File: src/rtl/sum_accum_pkg.sv
// Shared types, constants and helpers for the frame-sum accumulator.
package sum_accum_pkg;

   // Frame assembly state: IDLE holds no partial frame, ACCUM holds one.
   typedef enum logic {
      IDLE  = 1'b0,
      ACCUM = 1'b1
   } state_t;

   // Ceiling log2, usable in constant expressions; clog2(1) = 0.
   function automatic int clog2(input int value);
      int r;
      r = 0;
      while ((1 << r) < value) begin
         r = r + 1;
      end
      return r;
   endfunction

   // Default frame length and the sample-counter width it implies.
   localparam int N_SAMP_DEF = 4;
   localparam int CNT_W      = clog2(N_SAMP_DEF);

   // Saturation value of the dropped-frame counter.
   localparam logic [7:0] DROP_MAX = 8'hFF;

endpackage

File: src/rtl/sync_fifo.sv
// Synchronous FIFO with wrap-bit pointers. A push while full is admitted
// only if a pop happens in the same cycle; a pop while empty is ignored.
// Handshake: the caller treats pop as the consumer's ready; a word leaves
// the FIFO on a cycle where !empty && pop, and enters on push && (!full || pop).
module sync_fifo
   import sum_accum_pkg::*;
#(
   parameter  int DW    = 14,
   parameter  int DEPTH = 4,
   localparam int AW    = clog2(DEPTH)
) (
   input  logic          clk,
   input  logic          rst_n,
   input  logic          clear,
   input  logic          push,
   input  logic          pop,
   input  logic [DW-1:0] wdata,
   output logic [DW-1:0] rdata,
   output logic          full,
   output logic          empty,
   output logic [AW:0]   count
);

   logic [AW:0]   wr_ptr;
   logic [AW:0]   rd_ptr;
   logic [DW-1:0] mem [DEPTH];
   logic          do_push;
   logic          do_pop;

   // Occupancy flags from the pointer pair; the top bit is the lap (wrap) bit.
   always_comb begin
      full    = (wr_ptr[AW] != rd_ptr[AW]) && (wr_ptr[AW-1:0] == rd_ptr[AW-1:0]);
      empty   = (wr_ptr == rd_ptr);
      do_pop  = pop && !empty;
      do_push = push && (!full || do_pop);
      count   = wr_ptr - rd_ptr;
      rdata   = mem[rd_ptr[AW-1:0]];
   end

   // Pointer and storage update; clear flushes pointers, storage is left alone.
   always_ff @(posedge clk or negedge rst_n) begin
      if (!rst_n) begin
         wr_ptr <= '0;
         rd_ptr <= '0;
         for (int i = 0; i < DEPTH; i++) begin
            mem[i] <= '0;
         end
      end else if (clear) begin
         wr_ptr <= '0;
         rd_ptr <= '0;
      end else begin
         if (do_push) begin
            mem[wr_ptr[AW-1:0]] <= wdata;
            wr_ptr              <= wr_ptr + 1'b1;
         end
         if (do_pop) begin
            rd_ptr <= rd_ptr + 1'b1;
         end
      end
   end

endmodule

File: src/rtl/sum_frame_accum.sv
// Sums every N_SAMP valid input samples into a frame total, queues totals in
// a small FIFO and presents them on a valid/ready port. The input cannot be
// stalled, so totals that arrive while the FIFO is full are dropped and counted.
// Output handshake: a total is transferred on every rising edge where
// out_valid && out_ready; out_data holds steady while out_valid && !out_ready.
module sum_frame_accum
   import sum_accum_pkg::*;
#(
   parameter  int W      = 10,
   parameter  int N_SAMP = 4,
   parameter  int ACC_W  = 14,
   parameter  int DEPTH  = 4,
   localparam int SW     = clog2(N_SAMP),
   localparam int FW     = clog2(DEPTH) + 1
) (
   input  logic             clk,
   input  logic             rst_n,
   input  logic             clear,
   input  logic             in_valid,
   input  logic [W-1:0]     in_data,
   output logic             out_valid,
   input  logic             out_ready,
   output logic [ACC_W-1:0] out_data,
   output logic [FW-1:0]    fifo_count,
   output logic [7:0]       drop_cnt,
   output logic             overflow,
   output state_t           state
);

   state_t           state_n;
   logic [ACC_W-1:0] acc;
   logic [ACC_W-1:0] acc_n;
   logic [SW-1:0]    samp_cnt;
   logic [SW-1:0]    samp_cnt_n;
   logic [ACC_W-1:0] sample_ext;
   logic [ACC_W-1:0] total;
   logic             push_req;
   logic             fifo_full;
   logic             fifo_empty;
   logic             drop;

   // Zero-extended sample and the running sum including it.
   always_comb begin
      sample_ext = {{(ACC_W - W){1'b0}}, in_data};
      total      = acc + sample_ext;
   end

   // Frame FSM: next state, accumulator, sample count and push request.
   always_comb begin
      state_n    = state;
      acc_n      = acc;
      samp_cnt_n = samp_cnt;
      push_req   = 1'b0;
      if (clear) begin
         state_n    = IDLE;
         acc_n      = '0;
         samp_cnt_n = '0;
      end else if (in_valid) begin
         unique case (state)
            IDLE: begin
               acc_n      = sample_ext;
               samp_cnt_n = SW'(1);
               state_n    = ACCUM;
            end
            ACCUM: begin
               if (samp_cnt == SW'(N_SAMP - 1)) begin
                  push_req   = 1'b1;
                  acc_n      = '0;
                  samp_cnt_n = '0;
                  state_n    = IDLE;
               end else begin
                  acc_n      = total;
                  samp_cnt_n = samp_cnt + 1'b1;
               end
            end
            default: begin
               state_n    = IDLE;
               acc_n      = '0;
               samp_cnt_n = '0;
            end
         endcase
      end
   end

   // Frame FSM state register with the accumulator and sample count.
   always_ff @(posedge clk or negedge rst_n) begin
      if (!rst_n) begin
         state    <= IDLE;
         acc      <= '0;
         samp_cnt <= '0;
      end else begin
         state    <= state_n;
         acc      <= acc_n;
         samp_cnt <= samp_cnt_n;
      end
   end

   // A completing frame is lost only if the FIFO is full and nothing leaves.
   always_comb begin
      drop = push_req && fifo_full && !(out_valid && out_ready);
   end

   // Dropped-frame statistics: saturating counter and sticky flag.
   always_ff @(posedge clk or negedge rst_n) begin
      if (!rst_n) begin
         drop_cnt <= '0;
         overflow <= 1'b0;
      end else if (clear) begin
         drop_cnt <= '0;
         overflow <= 1'b0;
      end else if (drop) begin
         overflow <= 1'b1;
         if (drop_cnt != DROP_MAX) begin
            drop_cnt <= drop_cnt + 1'b1;
         end
      end
   end

   sync_fifo #(
      .DW    (ACC_W),
      .DEPTH (DEPTH)
   ) u_fifo (
      .clk   (clk),
      .rst_n (rst_n),
      .clear (clear),
      .push  (push_req),
      .pop   (out_ready),
      .wdata (total),
      .rdata (out_data),
      .full  (fifo_full),
      .empty (fifo_empty),
      .count (fifo_count)
   );

   // Output is valid whenever the FIFO holds at least one total.
   always_comb begin
      out_valid = !fifo_empty;
   end

endmodule

File: config.mk
export PLATFORM = sky130hd
export DESIGN_NAME = sum_frame_accum
export DESIGN_NICKNAME = d
export VERILOG_FILES = /design/src/rtl/sum_accum_pkg.sv /design/src/rtl/sync_fifo.sv /design/src/rtl/sum_frame_accum.sv
export SDC_FILE = /design/constraint.sdc
export NUM_CORES = 1
export LEC_CHECK = 0
export ABC_AREA = 0
export BUFFER_PORTS_ARGS = -buffer_cell sky130_fd_sc_hd__buf_2
export CAP_MARGIN = 15
export CORE_AREA = 2 2 125 66
export CTS_CLUSTER_SIZE = 28
export DETAILED_ROUTE_END_ITERATION = 12
export DIE_AREA = 0 0 127 68
export HOLD_SLACK_MARGIN = 0.03
export PLACE_DENSITY_LB_ADDON = 0.3
export SYNTH_ARGS = -nofsm -noshare
export SYNTH_HDL_FRONTEND = slang
export SYNTH_SLANG_ARGS = --single-unit
File: constraint.sdc
create_clock -name clk -period 7.02 [get_ports clk]
set_clock_uncertainty 0.1 [all_clocks]
set_input_delay 0.702 -clock clk [delete_from_list [all_inputs] [get_ports clk]]
set_output_delay 0.702 -clock clk [all_outputs]
set_load 0.02 [all_outputs]
# == After elaboration in Yosys (flattened, before gate mapping) ==
# Index checks and enable logic that the tools add are counted.
# W data, S select, Z words.
# word_totals
register_bits,88
latchBits,0
ram_bits,0
rom_bits,0
in_bits,15
out_inout_bits,28
mem_count,0
# op_classes
n_addsub,6
n_mul,0
n_div,0
n_lt_le_gt_ge,3
n_eq_ne,5
shift,0
mux,31
bitwise_logic,4
n_reduce_logical,17
# ops
op,count
$mux W14,6
$bwmux W56,1
$bmux W14 S2,1
$demux W14 S2,1
$pmux W14 S2,1
$mux W8,3
$add A14 B10 Y14,1
$mux W3,4
$reduce_bool A2 Y1,5
$mux W1,9
$add A8 B1 Y8 const B,1
$ne A8 B8 Y1 const B,1
$add A3 B1 Y3 const B,2
$ge A3 B3 Y1 const B,2
$logic_and A1 B1 Y1,6
$mux W2,3
$not A2 Y3,2
$pmux W2 S2,1
$reduce_and A2 Y1,2
$eq A3 B3 Y1,1
$logic_not A1 Y1,3
$lt A3 B1 Y1 const B,1
$sub A3 B3 Y3,1
$add A2 B1 Y2 const B,1
other kinds (6),7

# == Longest topological paths before layout ==
# Gate-level depths: netlist of the first run.
# depth
word_depth,9
ltp_mapped,11
ltp_nobuf,8

# == Hierarchy ==
# A second synthesis of the first run with hierarchy kept.
# hier_totals
hier_cells,375
hier_area_um2,4789.6
# modules_own_cells
module,n_inst,cells_per_inst,area_per_inst_um2
sync_fifo,1,193,3022.9
sum_frame_accum,1,182,1766.7

# == Least setup slack after synthesis of the first run ==
# OpenSTA, ideal clock, no wires.
# synth_timing
path_kind,input to register
start,input in_data[0]
end,register u_fifo.mem[26] (netlist name)
setup_time_ps,134
t_arrival_ps,2543
required_time_ps,6786
slack_ps,4243
cell_stages,8
path_buffers,0
cell_sequence,ha_1 -> fa_1 -> a211oi_1 -> o211ai_1 -> a41o_1 -> and4b_1 -> a211oi_2 -> o21ai_0
# synth_between
elab_chain_cells,2
# synth_rtl
item,line_no,source
from (decl),sum_frame_accum.sv:20,"input logic [W-1:0] in_data,"
$add A14 B10 Y14,sum_frame_accum.sv:45,total = acc + sample_ext;
$bwmux W56,sync_fifo.sv:53,mem[wr_ptr[AW-1:0]] <= wdata;
"to (signal, indexed assignment)",sync_fifo.sv:53,
to (decl),sync_fifo.sv:26,logic [DW-1:0] mem [DEPTH];
# Every way passes these cells.
# A chain may end at the register's enable or synchronous reset.

# == Worst setup path in the final report of the first run ==
# layout_timing
start,register u_fifo.rd_ptr[0]
end,output fifo_count[1]
# layout_between
elab_chain_cells,1
# layout_rtl
item,line_no,source
from (decl),sync_fifo.sv:25,logic [AW:0] rd_ptr;
from (signal assigned),sync_fifo.sv:57,rd_ptr <= rd_ptr + 1'b1;
$sub A3 B3 Y3,sync_fifo.sv:36,count = wr_ptr - rd_ptr;
to (decl),sum_frame_accum.sv:24,"output logic [FW-1:0] fifo_count,"
# Every way passes these cells.

==> impl_metrics.toml, run 1 <==
[status]
outcome = "finished, final reports clean"

[sta]
setup_viol = 0
period_needed_ns = 3.09
tns_ns = 0
worst_pin_slew_ns = 0.998
min_period_over_period_pct = 44.0
rsz0062_at_grt = "false"
finalMaxSlewViolations = 0
fmax_mhz = 324
slew_headroom_pct = 33.5
final_hold_viol_count = 0

[layout]
syn_to_final_growth_pct = 13.8
diodes = 0
drive_above_1_share_pct = 19.7
multiInputGateArea_um2 = 2100
layout_common_cells = "dfrtp_1, nand2_1, o21ai_0, buf_2, nor2_1"
nNetsFinal = 487
stdcell_area_um2 = 5020
seqCellArea_um2 = 2200
fill_cells = 587
layout.cells.most_common = "dfrtp_1"
final_util_pct = 65.6

[critical_path]
crit_fanout = 17
start_kind = "flip-flop"
crit_chain = "ha_1 -> fa_1 -> inv_1 -> buf_2"
required_ns = 6.22
worst-r2r-cell-count = 6
rr_startpoint = "u_fifo.rd_ptr[0]$_DFFE_PN0P_"
reg2reg_to = "u_fifo.mem[1]$_DFFE_PN0P_"
slowest_stage = "dfrtp_1"
critical_path_arrival_ns = 2.29
critical_path_class = "flip-flop to primary output"
slowest_delay_ns = 1.00
r2r_slack_ns = 3.93
end_kind = "primary output"

[placement]
post-dp-hpwl_um = 6830
post_dp_cell_area_um2 = 4690
place.gp.congestion = 0.806
port_buffers = 42

[yosys]
synthArstFlopShare_pct = 100
avgSynthCellArea_um2 = 10.7
synth_ff_type = "dfrtp_1"
synth_fp_nets = 450
mappedNetlistArea_um2 = 4420
ys_types = 48
netlist.area_leader.share_pct = 49.9
yosys_warnings = 0
synth-seq-cells = 88
synth_edf_count = 0
synth_cells = 414
synthTopCellsByArea = "dfrtp_1, o21ai_0, mux4_2, nand2_1, ha_1"
synth_top_cell_by_area = "dfrtp_1"
yosysSeqAreaShare_pct = 49.9

[clock_tree]
tritoncts = "built"
cts_made_buffers = 9
ctsLongestPathBuffers = 2
clockRootBuffer = "clkbuf_16"
clock_latency_ns = 0.34
post_cts_buffers = 0
cts_hold_buf = 0
cts.sinks = 88
clkTransAtPathRegs_ns = 0.06
htree_levels = 3
postCtsResizedCells = 0

[grt]
track_usage_pct = 24.8
grt_antenna_before_repair = 0
overflow = 0
grt_pass1_vias = 3021
grt_max_degree = 78
grt_pass1_wl_um = 15800

[drt]
ant_nets = 0
vias = 3287
viasPerCell = 5.91
firstDrtPassIters = 5
drc = 0
drt_wl_total_um = 9830
initialDrtViolationCount = 257
wl_per_cell_um = 17.7

[pwr]
power_switching_uw = 288
ir_drop_v = 0.000129
leakagePower_uw = 0.00242
pwr-share-seq_pct = 44.3
clkPwrFrac_pct = 44.9
combPwrFrac_pct = 10.8
p_per_area_nw_per_um2 = 237
switching_share_pct = 24.2
internal-power_uw = 901
finalPower_uw = 1190

[floorplan]
coreArea_um2 = 7650
fp-row-count = 23
die_w_um = 127
die_y_um = 68
initial_core_util_pct = 57.7
dieArea_um2 = 8640
io_pins = 43

[job]
max_cap_viol_count = 0

[hold_path]
min_path_type = "input port to asynchronous set/reset pin"
-- cell families (layout without fill, tap and decap cells) --
group	count (synthesis)	in the layout	synth area share (%)
XOR/XNOR	21	21	4.17
multiplexers	24	24	9.63
flip-flops	88	88	49.9
AND/OR/NAND/NOR	126	126	13.1
buffers and inverters	29	71	2.64
AO/OA/AOI/OAI	105	105	14.3
adder cells (fa/ha/maj)	21	21	6.29
-- worst max path at each step --
stage / startpoint / endpoint
after global routing: u_fifo.rd_ptr[0]$_DFFE_PN0P_ / u_fifo.mem[1]$_DFFE_PN0P_
after global placement: in_data[0] / u_fifo.mem[26]$_DFFE_PN0P_
after CTS: u_fifo.rd_ptr[0]$_DFFE_PN0P_ / fifo_count[1]
after floorplan: in_data[0] / u_fifo.mem[26]$_DFFE_PN0P_
final: u_fifo.rd_ptr[0]$_DFFE_PN0P_ / fifo_count[1]
after detailed placement: in_data[0] / u_fifo.mem[26]$_DFFE_PN0P_
-- critical path, delay by kind of cell (launching register included) --
| kind | cells | cell delay, ns |
|---|---|---|
| buffers and inverters | 2 | 0.21 |
| adder cells (fa/ha/maj) | 2 | 0.73 |
| flip-flops | 1 | 1.00 |
-- registers in the layout, indices dropped and copies added, names as in the netlist --
| name | count |
|---|---|
| u_fifo.mem | 56 |
| acc | 14 |
| drop_cnt | 8 |
| u_fifo.rd_ptr | 3 |
| u_fifo.wr_ptr | 3 |
| samp_cnt | 2 |
| overflow | 1 |
| state | 1 |
-- power by group through the flow --
stage	Combinational, µW	Sequential (µW)	Clock, µW
2_1_floorplan	80.0	534	0
4_1_cts	128	526	544
5_1_grt	142	527	568
3_5_place_dp	127	536	0
3_3_place_gp	124	535	0
6_report	128	527	533
-- cells in the mapped netlist, drive strengths merged (7+ instances only) --
library cell and number:
dfrtp 88, nor2 21, nand3 9, xor2 14
o21ai 63, a22oi 7, a21oi 11, mux4 14
ha 19, nand2 70, inv 11, clkbuf 12
mux2 8, xnor2 7
-- routing by layer --
metal  up-vias  wire [µm]  global-route usage (%)
met1      1647       4850                    36.2
met5         -          0                       0
met3         8        586                    7.58
met4         0         76                    6.59
li1       1550          -                       -
met2        82       4320                    36.2
-- layout make-up --
| cell class | count | area share [%] |
|---|---|---|
| Inverter | 11 | 0.822 |
| Tap cell | 100 | 2.49 |
| Timing Repair Buffer | 44 | 4.48 |
| Clock inverter | 2 | 1.20 |
| Sequential cell | 88 | 43.8 |
| Clock buffer | 14 | 5.45 |
| Multi-Input combinational cell | 297 | 41.7 |
-- stage by stage --
step	worst slack (ns)	hold slack, ns	instances
global placement	3.95	0.358	539
global route	3.61	0.0810	556
CTS	3.87	0.0767	555
detailed placement	3.85	0.370	539
finish	3.93	0.0813	556
floorplan	4.24	0.306	414
Note: power is estimated with default switching activity, not from simulation.
==> run 2, diff against run 1 <==
CORE_AREA = 2 2 133 70   (was 2 2 125 66)
DIE_AREA = 0 0 135 72   (was 0 0 127 68)
clock period = 2.6 ns   (was 7.02 ns; I/O delays follow)
==> run 2 against run 1 <==
Clock power increased to 2.7 times the previous value. Non-clock buffer count rose by 22. Sequential power grew to 2.7 times the previous value. Via count fell by 0.82%. First-iteration DRC count decreased by 12%. Critical path depth grew 4. Cell area is 4.3% higher. Highest routed layer unchanged.
==> impl_metrics.toml, run 2 (synthesized netlist as in run 1, its figures left out) <==
[drt]
viasPerCell = 5.49
ant_nets = 0
firstDrtPassIters = 7
drt_wl_total_um = 9780
wl_per_cell_um = 16.5
drc = 0
vias = 3260
initialDrtViolationCount = 226

[critical_path]
end_kind = "flip-flop"
start_kind = "flip-flop"
worst-r2r-cell-count = 8
crit_fanout = 5
r2r_slack_ns = 0.09
reg2reg_to = "u_fifo.mem[26]$_DFFE_PN0P_"
critical_path_class = "flip-flop to flip-flop"
critical_path_arrival_ns = 2.62
rr_startpoint = "acc[0]$_DFFE_PN0P_"
cp-startpoint = "acc[0]$_DFFE_PN0P_"
required_ns = 2.71

[clock_tree]
tritoncts = "built"
clkTransAtPathRegs_ns = 0.06
htree_levels = 3
ctsLongestPathBuffers = 2
cts_made_buffers = 9
clockRootBuffer = "clkbuf_16"
clock_latency_ns = 0.34
post_cts_buffers = 0
cts.sinks = 88

[hold_path]
worstHoldStart = "in_data[0]"
min_path_type = "input port to flip-flop"
hold_end = "acc[0]$_DFFE_PN0P_"
hold_depth = 3

[layout]
top_register = "u_fifo.mem"
final_util_pct = 61.4
nNetsFinal = 509
syn_to_final_growth_pct = 18.7
diodes = 0
largest_reg_flops = 56
reg_top3 = "u_fifo.mem x56, acc x14, drop_cnt x8"
layout_common_cells = "dfrtp_1, nand2_1, o21ai_0, buf_2, buf_4"
drive_above_1_share_pct = 23.9
fill_cells = 696
stdcell_area_um2 = 5240
layout.cells.most_common = "dfrtp_1"

[pwr]
power_switching_uw = 794
switching_share_pct = 24.5
leakagePower_uw = 0.00253
clkPwrFrac_pct = 43.8
ir_drop_v = 0.000338
pwr-share-seq_pct = 43.9
p_per_area_nw_per_um2 = 618
combPwrFrac_pct = 12.3
internal-power_uw = 2440

[grt]
grt_use_met1_pct = 31.9
grt_max_degree = 52
grt_antenna_before_repair = 0
overflow = 0
grt_pass1_vias = 3230
grt_pass1_wl_um = 16400
grtUsageMet3_pct = 6.15
busiest_layer = "met2"
grt_use_met2_pct = 34.1
track_usage_pct = 22.2

[floorplan]
coreArea_um2 = 8530
fp-row-count = 24
io_pins = 43
die_w_um = 135
dieArea_um2 = 9720
die_y_um = 72
initial_core_util_pct = 51.8

[sta]
setup_ws_ns = 0.0939
period_needed_ns = 2.51
tns_ns = 0
rsz0062_at_grt = "false"
worst_pin_slew_ns = 0.591
setup_viol = 0
finalMaxSlewViolations = 0
min_period_over_period_pct = 96.4
slew_headroom_pct = 60.3
final_hold_viol_count = 0
fmax_mhz = 399

[placement]
port_buffers = 42
place_ws_ns = 0.0797
place.gp.congestion = 0.863
post-dp-hpwl_um = 6730
post_dp_cell_area_um2 = 4880

[job]
max_cap_viol_count = 0

[status]
outcome = "finished, final reports clean"
## run 2: power by group through the flow
stage               sequential, µW  clock (µW)  combinational [µW]
global placement              1440           0                 386
global route                  1420        1510                 438
floorplan                     1440           0                 216
finish                        1420        1420                 399
CTS                           1420        1430                 395
detailed placement            1450           0                 389
## run 2: what timing repair did
item,4_1_cts,5_1_grt
hold buffers,1,0
setup endpoints to repair,0,5
resized for setup,0,8
endpoints found under the hold margin,37,0
## run 2: area by class of cell
cell class | instances | area [µm²] | area share [%]
inverters | 11 | 41.3 | 0.788
flip-flops and latches | 88 | 2200 | 42.0
clock inverters | 4 | 77.6 | 1.48
well taps | 117 | 146 | 2.79
repair buffers | 66 | 408 | 7.78
multi-input cells | 297 | 2110 | 40.3
clock buffers | 11 | 253 | 4.82
## run 2: metrics by stage
stage,cells,total power (µW),hold slack [ns]
3_3_place_gp,578,1830,0.167
5_1_grt,594,3370,0.0703
6_report,594,3240,0.0589
3_5_place_dp,578,1840,0.165
2_1_floorplan,414,1660,-0.136
4_1_cts,594,3250,0.0539
## run 2: per-layer routing
metal,wire length (µm),vias to the layer above
li1,-,1599
met1,4690,1584
met2,4430,67
met3,544,10
met4,107,0
met5,0,-
## run 2: how the worst max path moves through the flow
stage	depth (start not counted)	to	slack, ns
finish	8	u_fifo.mem[26]$_DFFE_PN0P_	0.09
global route	8	u_fifo.mem[26]$_DFFE_PN0P_	0.0007
CTS	8	u_fifo.mem[26]$_DFFE_PN0P_	0.02
detailed placement	9	u_fifo.mem[26]$_DFFE_PN0P_	0.08
global placement	9	u_fifo.mem[54]$_DFFE_PN0P_	0.07
floorplan	10	drop_cnt[7]$_DFFE_PN0P_	0.09
## run 2: critical path, cell delays in order (launching register included)
cell	delay [ns]
dfrtp_1	0.38
ha_1	0.21
fa_2	0.36
a211oi_2	0.24
o211ai_1	0.16
a41o_1	0.28
and4b_1	0.21
a211oi_4	0.31
o21ai_1	0.12
==> run 3, diff against run 2 <==
CORE_AREA = 2 2 125 66   (was 2 2 133 70)
DIE_AREA = 0 0 127 68   (was 0 0 135 72)
clock period = 3 ns   (was 2.6 ns; I/O delays follow)
==> run 3 against run 2 <==
Flip-flop and latch count unchanged. Worst setup slack better by 0.26 ns. Register-to-register slack better by 0.26 ns. Largest power group unchanged. Via count up 3.7%. Critical endpoint unchanged. Maximum frequency is 5.1% lower. Non-clock buffer count fell by 12. Sequential power decreased by 13%. First-iteration DRC count is 13% higher. Combinational power decreased by 21%. Die area fell by 11%. Total power decreased by 16%.
==> impl_metrics.toml, run 3 (synthesized netlist as in run 1, its figures left out) <==
[sta]
tns_ns = 0
period_needed_ns = 2.64
setup_viol = 0
finalMaxSlewViolations = 0
whs_ns = 0.108
final_hold_viol_count = 0
min_period_over_period_pct = 88.1
slew_headroom_pct = 41.5
fmax_mhz = 379
worst_pin_slew_ns = 0.874
setup_ws_ns = 0.358
rsz0062_at_grt = "false"

[critical_path]
path_buf_inv = 0
slowest_stage = "fa_1"
critical_path_class = "flip-flop to flip-flop"
start_kind = "flip-flop"
worst-path-stages = 8
crit_chain = "ha_1 -> fa_1 -> a211oi_1 -> o211ai_1 -> a41o_1 -> and4b_1 -> a211oi_2 -> o21ai_0"
critical_path_arrival_ns = 2.75
worst-r2r-cell-count = 8
slowest_delay_ns = 0.42
required_ns = 3.11
crit_fanout = 5
critPathTopFamily = "compound AO/OA/AOI/OAI gates"
end_kind = "flip-flop"

[clock_tree]
cts.sinks = 88
clockRootBuffer = "clkbuf_16"
tritoncts = "built"
ctsLongestPathBuffers = 2
postCtsResizedCells = 0
cts_made_buffers = 9
clkTransAtPathRegs_ns = 0.06
post_cts_buffers = 0
clock_latency_ns = 0.34
htree_levels = 3
cts_hold_buf = 1

[grt]
grt_pass1_vias = 3176
overflow = 0
grt_max_degree = 50
grt_pass1_wl_um = 16300
track_usage_pct = 25.3
grt_antenna_before_repair = 0

[layout]
layout_common_cells = "dfrtp_1, nand2_1, o21ai_0, buf_2, nor2_1"
nNetsFinal = 497
layout.cells.most_common = "dfrtp_1"
largest_reg_flops = 56
reg_top3 = "u_fifo.mem x56, acc x14, drop_cnt x8"
syn_to_final_growth_pct = 15.3
multiInputGateArea_um2 = 2100
top_register = "u_fifo.mem"
fill_cells = 580
drive_above_1_share_pct = 21.3
diodes = 0
seqCellArea_um2 = 2200
final_util_pct = 66.5

[floorplan]
fp-row-count = 23
io_pins = 43
die_w_um = 127
coreArea_um2 = 7650
initial_core_util_pct = 57.7
dieArea_um2 = 8640
die_y_um = 68

[job]
max_cap_viol_count = 0

[drt]
firstDrtPassIters = 5
ant_nets = 0
wl_per_cell_um = 18.1
initialDrtViolationCount = 256
vias = 3382
drc = 0
drt_wl_total_um = 10200
viasPerCell = 6.00

[placement]
place_ws_ns = 0.335
port_buffers = 42
place.gp.congestion = 0.840
post-dp-hpwl_um = 7090

[pwr]
ir_drop_v = 0.000275
p_per_area_nw_per_um2 = 535
leakagePower_uw = 0.00246

[status]
outcome = "finished, final reports clean"

[hold_path]
hold_depth = 3
min_path_type = "input port to flip-flop"
==> run 3: routing by layer <==
| layer | global-route usage, % | vias up | share of wire [%] |
|---|---|---|---|
| met1 | 36.8 | 1694 | 48 |
| met3 | 5.79 | 14 | 6.3 |
| met2 | 38.1 | 106 | 44 |
| met5 | 0 | - | 0 |
| met4 | 8.52 | 0 | 1.1 |
| li1 | - | 1568 | - |
==> run 3: report_power, final <==
part | leakage, µW | switching, µW | internal, µW
sequential | 0.00122 | 20.6 | 1210
combinational | 0.00109 | 209 | 105
clock | 0.000154 | 438 | 739
==> run 3: area by class of cell <==
class	count	share of cell area (%)
multi-input combinational	297	41.2
timing repair buffer	54	6.24
sequential	88	43.2
inverter	11	0.811
tap	100	2.46
clock inverter	4	1.38
clock buffer	10	4.69
==> run 3: final timing paths <==
check / startpoint / endpoint / slack [ns]
setup / recovery: acc[0]$_DFFE_PN0P_ / u_fifo.mem[26]$_DFFE_PN0P_ / 0.36
setup reg to reg: acc[0]$_DFFE_PN0P_ / u_fifo.mem[26]$_DFFE_PN0P_ / 0.36
hold reg to reg: u_fifo.mem[55]$_DFFE_PN0P_ / u_fifo.mem[55]$_DFFE_PN0P_ / 0.38
min in group asynchronous: rst_n / u_fifo.rd_ptr[0]$_DFFE_PN0P_ / 0.42
max in group asynchronous: rst_n / u_fifo.mem[31]$_DFFE_PN0P_ / 1.64
hold / removal: in_data[0] / acc[0]$_DFFE_PN0P_ / 0.11
==> run 3: tightest hold or removal path, cell delays in order <==
cell and delay [ns]:
buf_2 0.10, a222oi_1 0.06, inv_1 0.06
==> run 3: metrics by stage <==
stage               total power (µW)  cells  area (µm²)
floorplan                       1440    414        4420
global placement                1550    549        4770
detailed placement              1560    549        4770
CTS                             2740    564        5090
global route                    2830    564        5090
finish                          2720    564        5090
